<file path="config.mk">
export PLATFORM = sky130hd
export DESIGN_NAME = vga_card_grid_flat
export DESIGN_NICKNAME = d
export VERILOG_FILES = /design/src/rtl/vga_card_grid_if.sv /design/src/rtl/vga_card_grid.sv /design/src/flat_wrapper.sv
export SDC_FILE = /design/constraint.sdc
export NUM_CORES = 1
export LEC_CHECK = 0
export BUFFER_PORTS_ARGS = -buffer_cell sky130_fd_sc_hd__buf_4
export CORE_UTILIZATION = 50
export DETAILED_ROUTE_END_ITERATION = 10
export HOLD_SLACK_MARGIN = 0.15
export PLACE_DENSITY = 0.81
export SYNTH_ARGS = -nofsm -noshare
export SYNTH_HDL_FRONTEND = slang
export SYNTH_SLANG_ARGS = --single-unit
</file>
<file path="constraint.sdc">
create_clock -name clk -period 10.62 [get_ports clk]
set_input_delay 1.593 -clock clk [delete_from_list [all_inputs] [get_ports clk]]
set_output_delay 1.593 -clock clk [all_outputs]
set_load 0.01 [all_outputs]
</file>
<file path="src/rtl/vga_card_grid_if.sv">
// Raster, button, face, ROM and status bundle of the VGA card-grid renderer.
// master: raster/button/shuffler/ROM side.  slave: vga_card_grid.
interface vga_card_grid_if #(
    parameter int unsigned ROWS   = 4,
    parameter int unsigned COLS   = 4,
    parameter int unsigned CELL   = 64,
    parameter int unsigned FACE_W = 3
);
    localparam int unsigned NCARDS = ROWS * COLS;
    localparam int unsigned LW     = $clog2(CELL);

    logic [9:0]               CounterX;
    logic [9:0]               CounterY;
    logic                     inDisplayArea;
    logic                     UP;
    logic                     DOWN;
    logic                     LEFT;
    logic                     RIGHT;
    logic                     SEL;
    logic [NCARDS*FACE_W-1:0] card_faces;
    logic [FACE_W-1:0]        rom_face;
    logic [LW-1:0]            rom_y;
    logic [LW-1:0]            rom_x;
    logic                     rom_pixel;
    logic                     vga_r;
    logic                     vga_g;
    logic                     vga_b;
    logic [2:0]               cursor_row;
    logic [2:0]               cursor_col;
    logic [5:0]               match_count;
    logic                     mismatch;
    logic                     done;
    logic [2:0]               state;

    modport master (
        output CounterX, CounterY, inDisplayArea,
        output UP, DOWN, LEFT, RIGHT, SEL,
        output card_faces, rom_pixel,
        input  rom_face, rom_y, rom_x,
        input  vga_r, vga_g, vga_b,
        input  cursor_row, cursor_col, match_count, mismatch, done, state
    );

    modport slave (
        input  CounterX, CounterY, inDisplayArea,
        input  UP, DOWN, LEFT, RIGHT, SEL,
        input  card_faces, rom_pixel,
        output rom_face, rom_y, rom_x,
        output vga_r, vga_g, vga_b,
        output cursor_row, cursor_col, match_count, mismatch, done, state
    );
endinterface

</file>
<file path="src/rtl/vga_card_grid.sv">
// Card-grid renderer and pair-matching controller for the VGA memory game.
// Draws a ROWS x COLS grid of cards, moves a wrapping cursor, flips/compares
// pairs and keeps score. Two-stage registered pixel pipeline (RGB latency 2).
// Optional: define VGA_GRID_CURSOR_BLINK_EN to blink the cursor every 16 frames.
module vga_card_grid #(
    parameter int unsigned ROWS        = 4,
    parameter int unsigned COLS        = 4,
    parameter int unsigned CELL        = 64,
    parameter int unsigned GAP         = 10,
    parameter int unsigned ORIGIN_X    = 20,
    parameter int unsigned ORIGIN_Y    = 20,
    parameter int unsigned BORDER      = 5,
    parameter int unsigned HOLD_FRAMES = 60,
    parameter int unsigned FACE_W      = 3
) (
    input logic            clk,
    input logic            reset,
    vga_card_grid_if.slave bus
);
    localparam int unsigned NCARDS = ROWS * COLS;
    localparam int unsigned NPAIRS = NCARDS / 2;
    localparam int unsigned IW     = (NCARDS > 1) ? $clog2(NCARDS) : 1;
    localparam int unsigned LW     = $clog2(CELL);
    localparam int unsigned PITCH  = CELL + GAP;
    localparam int unsigned HW     = $clog2(HOLD_FRAMES + 1);

    localparam logic [1:0] CS_DOWN    = 2'd0;
    localparam logic [1:0] CS_UP      = 2'd1;
    localparam logic [1:0] CS_MATCHED = 2'd2;

    typedef enum logic [2:0] {
        S_IDLE    = 3'd0,
        S_ONE     = 3'd1,
        S_HOLD    = 3'd2,
        S_RESOLVE = 3'd3,
        S_DONE    = 3'd4
    } state_t;

    state_t                r_state, w_state_nxt;
    logic [2*NCARDS-1:0]   r_cards, w_cards_nxt;
    logic [IW-1:0]         r_first, w_first_nxt;
    logic [IW-1:0]         r_second, w_second_nxt;
    logic [HW-1:0]         r_hold, w_hold_nxt;
    logic [5:0]            r_mc, w_mc_nxt;
    logic                  r_mismatch, w_mismatch_nxt;
    logic                  r_done;
    logic [2:0]            r_cur_row, r_cur_col, w_row_nxt, w_col_nxt;

    logic                  w_frame_tick;
    logic                  w_mv_dn, w_mv_up, w_mv_rt, w_mv_lt;
    logic [IW-1:0]         w_cur_idx;
    logic [1:0]            w_cur_cs;
    logic [FACE_W-1:0]     w_face_a, w_face_b;
    logic [HW-1:0]         w_hold_inc;
    logic                  w_cursor_vis;

    assign w_frame_tick = (bus.CounterX == 10'd0) && (bus.CounterY == 10'd480);

    // A direction counts only when its opposite is not pulsing too
    assign w_mv_dn = bus.DOWN  & ~bus.UP;
    assign w_mv_up = bus.UP    & ~bus.DOWN;
    assign w_mv_rt = bus.RIGHT & ~bus.LEFT;
    assign w_mv_lt = bus.LEFT  & ~bus.RIGHT;

    assign w_cur_idx  = IW'(r_cur_row) * IW'(COLS) + IW'(r_cur_col);
    assign w_cur_cs   = r_cards[int'(w_cur_idx)*2 +: 2];
    assign w_face_a   = bus.card_faces[int'(r_first)*FACE_W +: FACE_W];
    assign w_face_b   = bus.card_faces[int'(r_second)*FACE_W +: FACE_W];
    assign w_hold_inc = r_hold + HW'(1);

    // Cursor next position: one wrapping move, priority DOWN, UP, RIGHT, LEFT
    always_comb begin
        w_row_nxt = r_cur_row;
        w_col_nxt = r_cur_col;
        if (w_mv_dn)
            w_row_nxt = (r_cur_row == 3'(ROWS - 1)) ? 3'd0 : r_cur_row + 3'd1;
        else if (w_mv_up)
            w_row_nxt = (r_cur_row == 3'd0) ? 3'(ROWS - 1) : r_cur_row - 3'd1;
        else if (w_mv_rt)
            w_col_nxt = (r_cur_col == 3'(COLS - 1)) ? 3'd0 : r_cur_col + 3'd1;
        else if (w_mv_lt)
            w_col_nxt = (r_cur_col == 3'd0) ? 3'(COLS - 1) : r_cur_col - 3'd1;
    end

    // Cursor register; select logic sees the pre-move position
    always_ff @(posedge clk) begin
        if (reset) begin
            r_cur_row <= 3'd0;
            r_cur_col <= 3'd0;
        end else begin
            r_cur_row <= w_row_nxt;
            r_cur_col <= w_col_nxt;
        end
    end

    // Game FSM next state and datapath updates
    always_comb begin
        w_state_nxt    = r_state;
        w_cards_nxt    = r_cards;
        w_first_nxt    = r_first;
        w_second_nxt   = r_second;
        w_hold_nxt     = r_hold;
        w_mc_nxt       = r_mc;
        w_mismatch_nxt = 1'b0;
        case (r_state)
            S_IDLE: begin
                if (bus.SEL && (w_cur_cs == CS_DOWN)) begin
                    w_cards_nxt[int'(w_cur_idx)*2 +: 2] = CS_UP;
                    w_first_nxt = w_cur_idx;
                    w_state_nxt = S_ONE;
                end
            end
            S_ONE: begin
                if (bus.SEL && (w_cur_cs == CS_DOWN)) begin
                    w_cards_nxt[int'(w_cur_idx)*2 +: 2] = CS_UP;
                    w_second_nxt = w_cur_idx;
                    w_hold_nxt   = '0;
                    w_state_nxt  = S_HOLD;
                end
            end
            S_HOLD: begin
                if (w_frame_tick) begin
                    w_hold_nxt = w_hold_inc;
                    if (w_hold_inc >= HW'(HOLD_FRAMES))
                        w_state_nxt = S_RESOLVE;
                end
            end
            S_RESOLVE: begin
                if (w_face_a == w_face_b) begin
                    w_cards_nxt[int'(r_first)*2 +: 2]  = CS_MATCHED;
                    w_cards_nxt[int'(r_second)*2 +: 2] = CS_MATCHED;
                    w_mc_nxt    = r_mc + 6'd1;
                    w_state_nxt = ((r_mc + 6'd1) == 6'(NPAIRS)) ? S_DONE : S_IDLE;
                end else begin
                    w_cards_nxt[int'(r_first)*2 +: 2]  = CS_DOWN;
                    w_cards_nxt[int'(r_second)*2 +: 2] = CS_DOWN;
                    w_mismatch_nxt = 1'b1;
                    w_state_nxt    = S_IDLE;
                end
            end
            S_DONE: begin
                w_state_nxt = S_DONE;
            end
            default: begin
                w_state_nxt = S_IDLE;
            end
        endcase
    end

    // FSM state register
    always_ff @(posedge clk) begin
        if (reset) r_state <= S_IDLE;
        else       r_state <= w_state_nxt;
    end

    // Card array, pair indices, hold counter and score registers
    always_ff @(posedge clk) begin
        if (reset) begin
            r_cards    <= '0;
            r_first    <= '0;
            r_second   <= '0;
            r_hold     <= '0;
            r_mc       <= 6'd0;
            r_mismatch <= 1'b0;
            r_done     <= 1'b0;
        end else begin
            r_cards    <= w_cards_nxt;
            r_first    <= w_first_nxt;
            r_second   <= w_second_nxt;
            r_hold     <= w_hold_nxt;
            r_mc       <= w_mc_nxt;
            r_mismatch <= w_mismatch_nxt;
            r_done     <= (w_state_nxt == S_DONE);
        end
    end

`ifdef VGA_GRID_CURSOR_BLINK_EN
    logic [4:0] r_blink_cnt;

    // Frame counter whose MSB hides the cursor for 16 of every 32 frames
    always_ff @(posedge clk) begin
        if (reset)             r_blink_cnt <= 5'd0;
        else if (w_frame_tick) r_blink_cnt <= r_blink_cnt + 5'd1;
    end

    assign w_cursor_vis = ~r_blink_cnt[4];
`else
    assign w_cursor_vis = 1'b1;
`endif

    // Render stage 1 combinational hit test (rows and columns independently)
    logic             w_row_hit, w_col_hit;
    logic [2:0]       w_hit_row, w_hit_col;
    logic [LW-1:0]    w_lx, w_ly;
    logic [IW-1:0]    w_hit_idx;
    logic [10:0]      w_px, w_py, w_cx0, w_cy0;
    logic             w_border;

    always_comb begin
        w_row_hit = 1'b0;
        w_col_hit = 1'b0;
        w_hit_row = 3'd0;
        w_hit_col = 3'd0;
        w_lx      = '0;
        w_ly      = '0;
        for (int r = 0; r < ROWS; r++) begin
            if ((w_py >= 11'(ORIGIN_Y + r*PITCH)) && (w_py < 11'(ORIGIN_Y + r*PITCH + CELL))) begin
                w_row_hit = 1'b1;
                w_hit_row = 3'(r);
                w_ly      = LW'(w_py - 11'(ORIGIN_Y + r*PITCH));
            end
        end
        for (int c = 0; c < COLS; c++) begin
            if ((w_px >= 11'(ORIGIN_X + c*PITCH)) && (w_px < 11'(ORIGIN_X + c*PITCH + CELL))) begin
                w_col_hit = 1'b1;
                w_hit_col = 3'(c);
                w_lx      = LW'(w_px - 11'(ORIGIN_X + c*PITCH));
            end
        end
    end

    assign w_px      = {1'b0, bus.CounterX};
    assign w_py      = {1'b0, bus.CounterY};
    assign w_hit_idx = IW'(w_hit_row) * IW'(COLS) + IW'(w_hit_col);
    assign w_cx0     = 11'(ORIGIN_X) + 11'(r_cur_col) * 11'(PITCH);
    assign w_cy0     = 11'(ORIGIN_Y) + 11'(r_cur_row) * 11'(PITCH);

    // Border ring: within BORDER of the selected card but outside the card itself
    assign w_border = (w_px + 11'(BORDER) >= w_cx0) && (w_px < w_cx0 + 11'(CELL + BORDER)) &&
                      (w_py + 11'(BORDER) >= w_cy0) && (w_py < w_cy0 + 11'(CELL + BORDER)) &&
                      !((w_px >= w_cx0) && (w_px < w_cx0 + 11'(CELL)) &&
                        (w_py >= w_cy0) && (w_py < w_cy0 + 11'(CELL)));

    logic              r_s1_de, r_s1_hit, r_s1_border;
    logic [IW-1:0]     r_s1_idx;
    logic [FACE_W-1:0] r_s1_face;
    logic [LW-1:0]     r_s1_lx, r_s1_ly;

    // Render stage 1 registers; they also address the face ROM
    always_ff @(posedge clk) begin
        if (reset) begin
            r_s1_de     <= 1'b0;
            r_s1_hit    <= 1'b0;
            r_s1_border <= 1'b0;
            r_s1_idx    <= '0;
            r_s1_face   <= '0;
            r_s1_lx     <= '0;
            r_s1_ly     <= '0;
        end else begin
            r_s1_de     <= bus.inDisplayArea;
            r_s1_hit    <= w_row_hit & w_col_hit;
            r_s1_border <= w_border;
            r_s1_idx    <= w_hit_idx;
            r_s1_face   <= (w_row_hit & w_col_hit) ? bus.card_faces[int'(w_hit_idx)*FACE_W +: FACE_W] : '0;
            r_s1_lx     <= (w_row_hit & w_col_hit) ? w_lx : '0;
            r_s1_ly     <= (w_row_hit & w_col_hit) ? w_ly : '0;
        end
    end

    logic [1:0] w_s1_cs;
    logic [2:0] w_rgb, r_rgb;

    assign w_s1_cs = r_cards[int'(r_s1_idx)*2 +: 2];

    // Render stage 2 colour priority
    always_comb begin
        w_rgb = 3'b000;
        if (!r_s1_de) begin
            w_rgb = 3'b000;
        end else if (r_s1_border && w_cursor_vis) begin
            w_rgb = 3'b001;
        end else if (r_s1_hit) begin
            case (w_s1_cs)
                CS_DOWN:    w_rgb = 3'b010;
                CS_UP:      w_rgb = bus.rom_pixel ? 3'b111 : 3'b000;
                CS_MATCHED: w_rgb = bus.rom_pixel ? 3'b110 : 3'b000;
                default:    w_rgb = 3'b000;
            endcase
        end
    end

    // Render stage 2 colour register
    always_ff @(posedge clk) begin
        if (reset) r_rgb <= 3'b000;
        else       r_rgb <= w_rgb;
    end

    assign bus.rom_face    = r_s1_face;
    assign bus.rom_x       = r_s1_lx;
    assign bus.rom_y       = r_s1_ly;
    assign bus.vga_r       = r_rgb[2];
    assign bus.vga_g       = r_rgb[1];
    assign bus.vga_b       = r_rgb[0];
    assign bus.cursor_row  = r_cur_row;
    assign bus.cursor_col  = r_cur_col;
    assign bus.match_count = r_mc;
    assign bus.mismatch    = r_mismatch;
    assign bus.done        = r_done;
    assign bus.state       = r_state;
endmodule

</file>
<file path="src/flat_wrapper.sv">
// flat-port wrapper written by rule: the top's interface ports become plain ports
module vga_card_grid_flat 
#(
    parameter int unsigned ROWS        = 4,
    parameter int unsigned COLS        = 4,
    parameter int unsigned CELL        = 64,
    parameter int unsigned GAP         = 10,
    parameter int unsigned ORIGIN_X    = 20,
    parameter int unsigned ORIGIN_Y    = 20,
    parameter int unsigned BORDER      = 5,
    parameter int unsigned HOLD_FRAMES = 60,
    parameter int unsigned FACE_W      = 3
)
  (clk, reset, bus_CounterX, bus_CounterY, bus_inDisplayArea, bus_UP, bus_DOWN, bus_LEFT, bus_RIGHT, bus_SEL, bus_card_faces, bus_rom_pixel, bus_rom_face, bus_rom_y, bus_rom_x, bus_vga_r, bus_vga_g, bus_vga_b, bus_cursor_row, bus_cursor_col, bus_match_count, bus_mismatch, bus_done, bus_state);
  vga_card_grid_if #(.ROWS(ROWS), .COLS(COLS), .CELL(CELL), .FACE_W(FACE_W)) bus_i ();
  input logic clk;
  input logic reset;
  input wire logic [$bits(bus_i.CounterX)-1:0] bus_CounterX;
  input wire logic [$bits(bus_i.CounterY)-1:0] bus_CounterY;
  input wire logic [$bits(bus_i.inDisplayArea)-1:0] bus_inDisplayArea;
  input wire logic [$bits(bus_i.UP)-1:0] bus_UP;
  input wire logic [$bits(bus_i.DOWN)-1:0] bus_DOWN;
  input wire logic [$bits(bus_i.LEFT)-1:0] bus_LEFT;
  input wire logic [$bits(bus_i.RIGHT)-1:0] bus_RIGHT;
  input wire logic [$bits(bus_i.SEL)-1:0] bus_SEL;
  input wire logic [$bits(bus_i.card_faces)-1:0] bus_card_faces;
  input wire logic [$bits(bus_i.rom_pixel)-1:0] bus_rom_pixel;
  output wire logic [$bits(bus_i.rom_face)-1:0] bus_rom_face;
  output wire logic [$bits(bus_i.rom_y)-1:0] bus_rom_y;
  output wire logic [$bits(bus_i.rom_x)-1:0] bus_rom_x;
  output wire logic [$bits(bus_i.vga_r)-1:0] bus_vga_r;
  output wire logic [$bits(bus_i.vga_g)-1:0] bus_vga_g;
  output wire logic [$bits(bus_i.vga_b)-1:0] bus_vga_b;
  output wire logic [$bits(bus_i.cursor_row)-1:0] bus_cursor_row;
  output wire logic [$bits(bus_i.cursor_col)-1:0] bus_cursor_col;
  output wire logic [$bits(bus_i.match_count)-1:0] bus_match_count;
  output wire logic [$bits(bus_i.mismatch)-1:0] bus_mismatch;
  output wire logic [$bits(bus_i.done)-1:0] bus_done;
  output wire logic [$bits(bus_i.state)-1:0] bus_state;
  assign bus_i.CounterX = bus_CounterX;
  assign bus_i.CounterY = bus_CounterY;
  assign bus_i.inDisplayArea = bus_inDisplayArea;
  assign bus_i.UP = bus_UP;
  assign bus_i.DOWN = bus_DOWN;
  assign bus_i.LEFT = bus_LEFT;
  assign bus_i.RIGHT = bus_RIGHT;
  assign bus_i.SEL = bus_SEL;
  assign bus_i.card_faces = bus_card_faces;
  assign bus_i.rom_pixel = bus_rom_pixel;
  assign bus_rom_face = bus_i.rom_face;
  assign bus_rom_y = bus_i.rom_y;
  assign bus_rom_x = bus_i.rom_x;
  assign bus_vga_r = bus_i.vga_r;
  assign bus_vga_g = bus_i.vga_g;
  assign bus_vga_b = bus_i.vga_b;
  assign bus_cursor_row = bus_i.cursor_row;
  assign bus_cursor_col = bus_i.cursor_col;
  assign bus_match_count = bus_i.match_count;
  assign bus_mismatch = bus_i.mismatch;
  assign bus_done = bus_i.done;
  assign bus_state = bus_i.state;
  vga_card_grid #(.ROWS(ROWS), .COLS(COLS), .CELL(CELL), .GAP(GAP), .ORIGIN_X(ORIGIN_X), .ORIGIN_Y(ORIGIN_Y), .BORDER(BORDER), .HOLD_FRAMES(HOLD_FRAMES), .FACE_W(FACE_W)) u_core (.clk(clk), .reset(reset), .bus(bus_i));
endmodule
</file>
# Yosys cells after proc, flatten, opt, wreduce, memory -nomap -nowiden
# Index checks and enable logic that the tools add are counted.
[word_totals]
reg_bits = 88
output_inout_bits = 35
[op_classes]
addsub = 27
mul = 5
order_cmp = 25
n_eq_ne = 15
shift = 13
muxes = 54
bitwise = 15
n_reduce_logical = 39
[ops]
columns = ["operator", "n"]
rows = [
  ["$shiftx 2x33->32 const A", 5],
  ["$bwmux 32", 5],
  ["$shiftx 48x7->3", 3],
  ["$neg 5->33", 3],
  ["$shift 2x33->32 const A", 3],
  ["$mux 32", 2],
  ["$pmux 32 s2", 1],
  ["$shiftx 32x6->2", 2],
  ["$mux 6", 10],
  ["$mux 3", 16],
  ["$add 11x7->11 const B", 4],
  ["$lt 10x11->1", 4],
  ["$ge 10x8->1 const B", 4],
  ["$lt 10x8->1 const B", 4],
  ["$sub 6x5->6 const B", 4],
  ["$sub 6x6->6 const B", 4],
  ["$add 10x3->11 const B", 2],
  ["$add 5x10->11 const A", 2],
  ["$ge 10x11->1", 2],
  ["$ge 11x11->1", 2],
  ["$ge 10x5->1 const B", 2],
  ["$ge 10x7->1 const B", 2],
  ["$lt 10x7->1 const B", 2],
  ["$lt 10x9->1 const B", 2],
  ["other kinds (34)", 103],
]

# Logic depth before layout (Yosys ltp)
# Gate-level depths: netlist (run 1).
[depth]
word_depth = 9
mapped_depth = 17

# Least setup slack after synthesis (run 1)
# No wires, ideal clock.
[synth_path]
path_type = "input to register"
from = "input bus_CounterX[3]"
to = "register u_core.r_s1_face[2], in the netlist u_core.bus.rom_face[2]"
arrival_ns = 3.959
required_time_ns = 10.532
slack_ns = 6.573
stages = 11
path_buffers = 2
path_cell_list = "clkbuf_1 > inv_1 > ha_1 > a21bo_2 > and2_1 > a311oi_4 > nor2_1 > a221o_1 > buf_6 > a311o_1 > o32ai_2"
[synth_between]
elab_chain_cells = 9
elab_cells_between_ends = 25
[synth_lines]
columns = ["element", "line", "source"]
rows = [
  ["from (decl)", "flat_wrapper.sv:18", "input wire logic [$bits(bus_i.CounterX)-1:0] bus_CounterX;"],
  ["parallel branches: the longest is 9 deep, another holds $ge 10x7->1", "--", ""],
  ["to (signal assigned)", "vga_card_grid.sv:254", "r_s1_face <= (w_row_hit & w_col_hit) ? bus.card_faces[int'(w_hit_idx)*FACE_W +: FACE_W] : '0;"],
  ["to (decl)", "vga_card_grid.sv:236", "logic [FACE_W-1:0] r_s1_face;"],
]
# Several ways; the timed one is not identified.
# A chain may end at the register's enable or synchronous reset.

# Final worst setup path (run 1)
[layout_path]
from = "input bus_CounterX[2]"
to = "register u_core.r_s1_face[0], in the netlist u_core.bus.rom_face[0]"
# The elaborated chain is that of the path after synthesis.

==> flow_summary.yaml, run 1 <==
outcome:
  status: "finished clean"
synth:
  yosys-top-cells-area: "dfxtp_1, ha_1, mux4_2"
  synthMuxAreaShare_pct: 11.4
  syn_nets: 1380
  ys_types: 89
  synth_top_area_share_pct: 18.2
  yosys_warnings: 0
  ys_seq_area_share_pct: 18.2
  synth-edff-count: 0
  ys.flop_type: "dfxtp_1"
  syn_avg_cell_area_um2: 8.29
  yosys_register_bits: 88
  synthAdderAreaFrac_pct: 17.3
  syn_area_um2: 9690
  yosys.area_share.simple_pct: 21.5
  synth_compound_area_share_pct: 21.0
  synth_top_family_by_area: "simple AND/OR/NAND/NOR gates"
  synth-xor-area-share_pct: 5.77
  synth_top_area_cell: "dfxtp_1"
  ys_async_sr_fraction_pct: 0
  synthCells: 1169
clock_network:
  cts.sinks: 88
  cts_tree: "done"
  cts-root-buf: "clkbuf_16"
  clock_latency_ns: 0.36
  htree_levels: 3
  cts_hold_buf: 0
  clockBufferDepth: 2
  post_cts_resized: 0
  clk_pin_slew_worst_paths_ns: 0.07
  cts_setup_buffers: 0
  cts_inserted_buffers: 9
finish:
  final_cell_area_um2: 11000
  drive_gt1_share_pct: 15.9
  synthToLayoutAreaGrowth_pct: 13.0
  diodes: 0
  nets: 1455
  final_common_cell: "ha_1"
  final_cell_mix: "ha_1, buf_4, nand2_1, nor2_1, dfxtp_1"
setup_path:
  path_class: "in2reg"
  worstPathArrival_ns: 4.63
  r2r_slack_ns: 6.38
  cpPeakStageDelay_ns: 0.72
  slowest_stage: "a221o_1"
  crit_family: "compound AO/OA/AOI/OAI gates"
  worstPathMaxFanout: 26
  crit-reg2reg-capture: "u_core.r_s1_border"
  r2r_start: "u_core.bus.cursor_row[0]"
  cp_cell_sequence: "buf_4 -> inv_1 -> ha_1 -> a21bo_2 -> a221oi_1 -> a311oi_4 -> buf_4 -> nor2_1 -> a221o_1 -> a311o_1 -> o32ai_1"
  cp-end-kind: "flop"
  r2r_cells: 17
  start_kind: "input port"
  crit_buf_inv: 3
  required_ns: 10.83
  crit_top_cell: "buf_4"
sta:
  setup_violations: 0
  max_slew_margin_pct: 31.2
  finalHoldViolCount: 0
  rsz0062_at_grt: "false"
  fin_crit_ns: 4.42
  max_freq_ghz: 0.226
  finalSetupTns_ns: 0
  fin_skew_ns: 0.0148
  tightest_slew_ns: 1.03
  slew_viol_final: 0
  period_share_pct: 41.6
floorplan:
  die_x_um: 141
  die_area_um2: 19900
  io_pins: 112
  start_util_pct: 51.5
  core_area_um2: 18800
  die_h_um: 141
  row_count: 50
global_route:
  grt_pass1_vias: 9146
  grt.overflow.total: 0
  grt_max_degree: 66
  antenna_found_initial: 0
  grt_pass1_wl_um: 45900
  track_usage_pct: 28.8
place:
  gp_congestion: 0.937
  port_buffers: 111
  postPlaceCellArea_um2: 10700
  dp_hpwl_um: 22200
power_and_ir_drop:
  p_leak_nw: 4.36
  power.density_nw_per_um2: 103
  ir_drop_mv: 0.0818
hold_path:
  hold_end: "u_core.r_rgb[0]"
  hold_start: "u_core.r_s1_de"
  hold_path.class: "reg2reg"
  holdPathStages: 1
detailed_routing:
  ant_nets: 0
  drc_errors: 0
  vias: 9496
  drtIter0Drc: 844
  totalWireLength_um: 28600
  dr.pass1.iters: 5
  avgRoutedWirePerCell_um: 18.9
  viasPerCell: 6.29
flow_run:
  maxCapViolCount: 0
## state kept, by name (all words and copies together) (netlist names), 4 cells and up
name                    count
u_core.r_cards             32
u_core.bus.match_count      6
u_core.bus.rom_x            6
u_core.bus.rom_y            6
u_core.r_hold               6
u_core.r_first              4
u_core.r_s1_idx             4
u_core.r_second             4
## synthesized netlist by cell type (18+ instances only)
master	instances
a211oi_1	22
a21oi_1	78
buf_2	18
clkbuf_1	22
dfxtp_1	88
ha_1	134
inv_1	56
mux4_2	37
nand2_1	112
nand3_1	39
nor2_1	104
nor2b_1	21
nor3_1	28
o21ai_0	45
xnor2_1	44
xor2_1	18
## per-stage QoR
stage / hold slack [ns] / instances / util, % / power (mW) / worst slack, ns
5_1_grt: 0.481 / 1509 / 58.2 / 1.19 / 5.97
3_5_place_dp: 0.453 / 1493 / 56.6 / 0.799 / 5.87
4_1_cts: 0.466 / 1509 / 58.2 / 1.12 / 6.27
2_1_floorplan: 0.426 / 1169 / - / 0.665 / 6.57
6_report: 0.466 / 1509 / 58.2 / 1.12 / 6.20
3_3_place_gp: 0.451 / 1493 / 56.6 / 0.785 / 6.00
## how the worst max path moves through the flow
stage / slack, ns / end / depth (start not counted) / start
floorplan: 6.57 / u_core.bus.rom_face[2] / 11 / bus_CounterX[3]
global placement: 6.00 / u_core.bus.rom_face[0] / 11 / bus_CounterX[2]
detailed placement: 5.87 / u_core.bus.rom_face[0] / 11 / bus_CounterX[2]
CTS: 6.27 / u_core.bus.rom_face[0] / 11 / bus_CounterX[2]
global route: 5.97 / u_core.bus.rom_face[0] / 11 / bus_CounterX[2]
finish: 6.20 / u_core.bus.rom_face[0] / 11 / bus_CounterX[2]
## cell families (layout without fill, tap and decap cells)
logic type | Yosys count | after routing
and+or+nand+nor | 414 | 414
AOI/OAI and AO/OA | 294 | 294
adders and majority gates | 134 | 134
buffers and inverters | 113 | 193
DFF | 88 | 88
xor gates and xnor gates | 63 | 63
muxes | 63 | 63
## report_power, final
| part | leakage (nW) | total (mW) | switching [mW] | internal [mW] |
|---|---|---|---|---|
| sequential | 0.711 | 0.363 | 0.0239 | 0.339 |
| combinational | 3.51 | 0.437 | 0.251 | 0.186 |
| clock | 0.144 | 0.325 | 0.158 | 0.167 |
| total | 4.36 | 1.12 | 0.434 | 0.691 |
## cell type report
cell class / instances / area [µm²]
Tap cell: 260 / 325
Sequential cell: 88 / 1760
Clock inverter: 7 / 75.1
Fill cell: 1703 / 7880
Timing Repair Buffer: 116 / 871
Clock buffer: 9 / 225
Multi-Input combinational cell: 968 / 7470
Inverter: 61 / 229
## per-layer routing
metal | global-route usage (%) | up-vias | wire length (µm)
li1 | - | 4494 | -
met1 | 35.8 | 4510 | 11600
met2 | 49.1 | 419 | 13800
met3 | 5.43 | 73 | 2360
met4 | 11.6 | 0 | 816
met5 | 0 | - | 0
No activity file was read; power rests on OpenSTA's default activity.
==> inputs of run 2 (changes only) <==
clock period = 4.25 ns   (was 10.62 ns; I/O delays follow)
==> flow_summary.yaml, run 2 (same netlist as run 1, synthesis figures left out) <==
setup_path:
  r2r_start: "u_core.bus.cursor_col[2]"
  required_ns: 4.54
  cp-end-kind: "flop"
  crit_top_cell: "ha_1"
  worstPathMaxFanout: 8
  start_kind: "flop"
  crit_family: "compound AO/OA/AOI/OAI gates"
  crit-reg2reg-capture: "u_core.r_s1_border"
  cpPeakStageDelay_ns: 0.47
  crit_buf_inv: 0
  worstPathArrival_ns: 4.14
  slowest_stage: "dfxtp_1"
  r2r_cells: 15
  cp_cell_sequence: "ha_1 -> ha_1 -> ha_1 -> xor2_1 -> nand3b_1 -> xnor2_1 -> ha_1 -> a21o_1 -> xnor2_1 -> ha_1 -> a2111oi_0 -> o21a_1 -> a311oi_1 -> a211o_1 -> a41oi_1"
  r2r_slack_ns: 0.40
  path_class: "reg2reg"
detailed_routing:
  totalWireLength_um: 29400
  drc_errors: 0
  highest_layer: "met4"
  viasPerCell: 6.38
  wl_met1_um: 12200
  ant_nets: 0
  wl_met3_um: 2390
  vias: 9696
  avgRoutedWirePerCell_um: 19.3
  wl_met2_um: 14000
  drtIter0Drc: 805
  dr.pass1.iters: 5
power_and_ir_drop:
  p_int_mw: 1.74
  p_comb_share_pct: 39.4
  clkPwrFrac_pct: 28.8
  switchingPower_mw: 1.10
  power.density_nw_per_um2: 257
  ir_drop_mv: 0.213
  p_leak_nw: 4.41
  swShare_pct: 38.7
  seqPwrFrac_pct: 31.8
hold_path:
  holdPathStages: 1
  hold_start: "u_core.r_s1_de"
  hold_end: "u_core.r_rgb[0]"
  hold_path.class: "reg2reg"
floorplan:
  core_area_um2: 18800
  die_area_um2: 19900
  row_count: 50
  die_x_um: 141
  start_util_pct: 51.5
  die_h_um: 141
  io_pins: 112
clock_network:
  htree_levels: 3
  clockBufferDepth: 2
  cts_setup_buffers: 0
  clk_pin_slew_worst_paths_ns: 0.08
  post_cts_resized: 0
  cts_tree: "done"
  cts.sinks: 88
  cts_hold_buf: 0
  cts_inserted_buffers: 9
  clock_latency_ns: 0.36
  cts-root-buf: "clkbuf_16"
global_route:
  grt_pass1_wl_um: 47300
  grt.overflow.total: 0
  grt_max_degree: 66
  track_usage_pct: 29.6
  grt_pass1_vias: 9300
  antenna_found_initial: 0
finish:
  synthToLayoutAreaGrowth_pct: 13.7
  nets: 1465
  multi_input_area_um2: 7470
  diodes: 0
  final_cell_mix: "ha_1, buf_4, nand2_1, nor2_1, dfxtp_1"
  ff_latch_area_um2: 1760
  regMostFlops: "u_core.r_cards"
  largest_register_ffs: 32
  drive_gt1_share_pct: 16.6
  num-fill-cells: 1689
  final_common_cell: "ha_1"
place:
  port_buffers: 111
  dp_hpwl_um: 22800
  gp_congestion: 0.963
  dp_slack_ns: 0.485
sta:
  finalHoldViolCount: 0
  hold_ws_ns: 0.458
  tightest_slew_ns: 0.935
  period_share_pct: 90.5
  finalSetupTns_ns: 0
  fin_skew_ns: 0.0120
  setup_violations: 0
  max_slew_margin_pct: 36.9
  rsz0062_at_grt: "false"
  slew_viol_final: 0
  setup_slack_ns: 0.403
  max_freq_ghz: 0.260
  fin_crit_ns: 3.85
outcome:
  status: "finished clean"
flow_run:
  maxCapViolCount: 0
-- run 2: cell types whose count changed in the layout (fill, tap and decap cells not counted) --
cell / change
clkinv_4: -1
clkinv_8: -1
inv_6: +2
buf_4: +10
-- run 2: routing by layer --
metal / vias up / GRT usage (%)
met5: - / 0
met3: 81 / 5.50
li1: 4520 / -
met4: 0 / 10.1
met2: 445 / 50.5
met1: 4650 / 37.3
-- run 2: power groups by stage --
stage | combinational, mW | sequential [mW] | clock [mW]
6_report | 1.12 | 0.900 | 0.816
5_1_grt | 1.22 | 0.905 | 0.847
4_1_cts | 1.10 | 0.898 | 0.819
3_5_place_dp | 1.09 | 0.918 | 0
3_3_place_gp | 1.06 | 0.915 | 0
2_1_floorplan | 0.769 | 0.892 | 0
-- run 2: per-stage QoR --
step	util, %	area, µm²	power (mW)	std cells
floorplan	-	9690	1.66	1169
global placement	57.0	10700	1.98	1503
detailed placement	57.0	10700	2.01	1503
CTS	58.5	11000	2.82	1519
global route	58.5	11000	2.98	1519
finish	58.5	11000	2.83	1519
-- run 2: how the worst max path moves through the flow --
stage,cells after the start,end,slack [ns],startpoint
after global routing,15,u_core.r_s1_border,0.11,u_core.bus.cursor_col[2]
after floorplan,15,u_core.r_s1_border,0.70,u_core.bus.cursor_col[2]
after global placement,17,u_core.r_s1_border,0.70,u_core.bus.cursor_row[2]
after detailed placement,15,u_core.r_s1_border,0.48,u_core.bus.cursor_col[2]
final,15,u_core.r_s1_border,0.40,u_core.bus.cursor_col[2]
after CTS,15,u_core.r_s1_border,0.46,u_core.bus.cursor_col[2]
-- run 2: final cells by class --
| class | count | share of cell area [%] |
|---|---|---|
| multi-input combinational | 968 | 67.7 |
| clock buffer | 9 | 2.04 |
| timing repair buffer | 126 | 8.58 |
| clock inverter | 7 | 0.613 |
| tap | 260 | 2.95 |
| inverter | 61 | 2.08 |
| sequential | 88 | 16.0 |
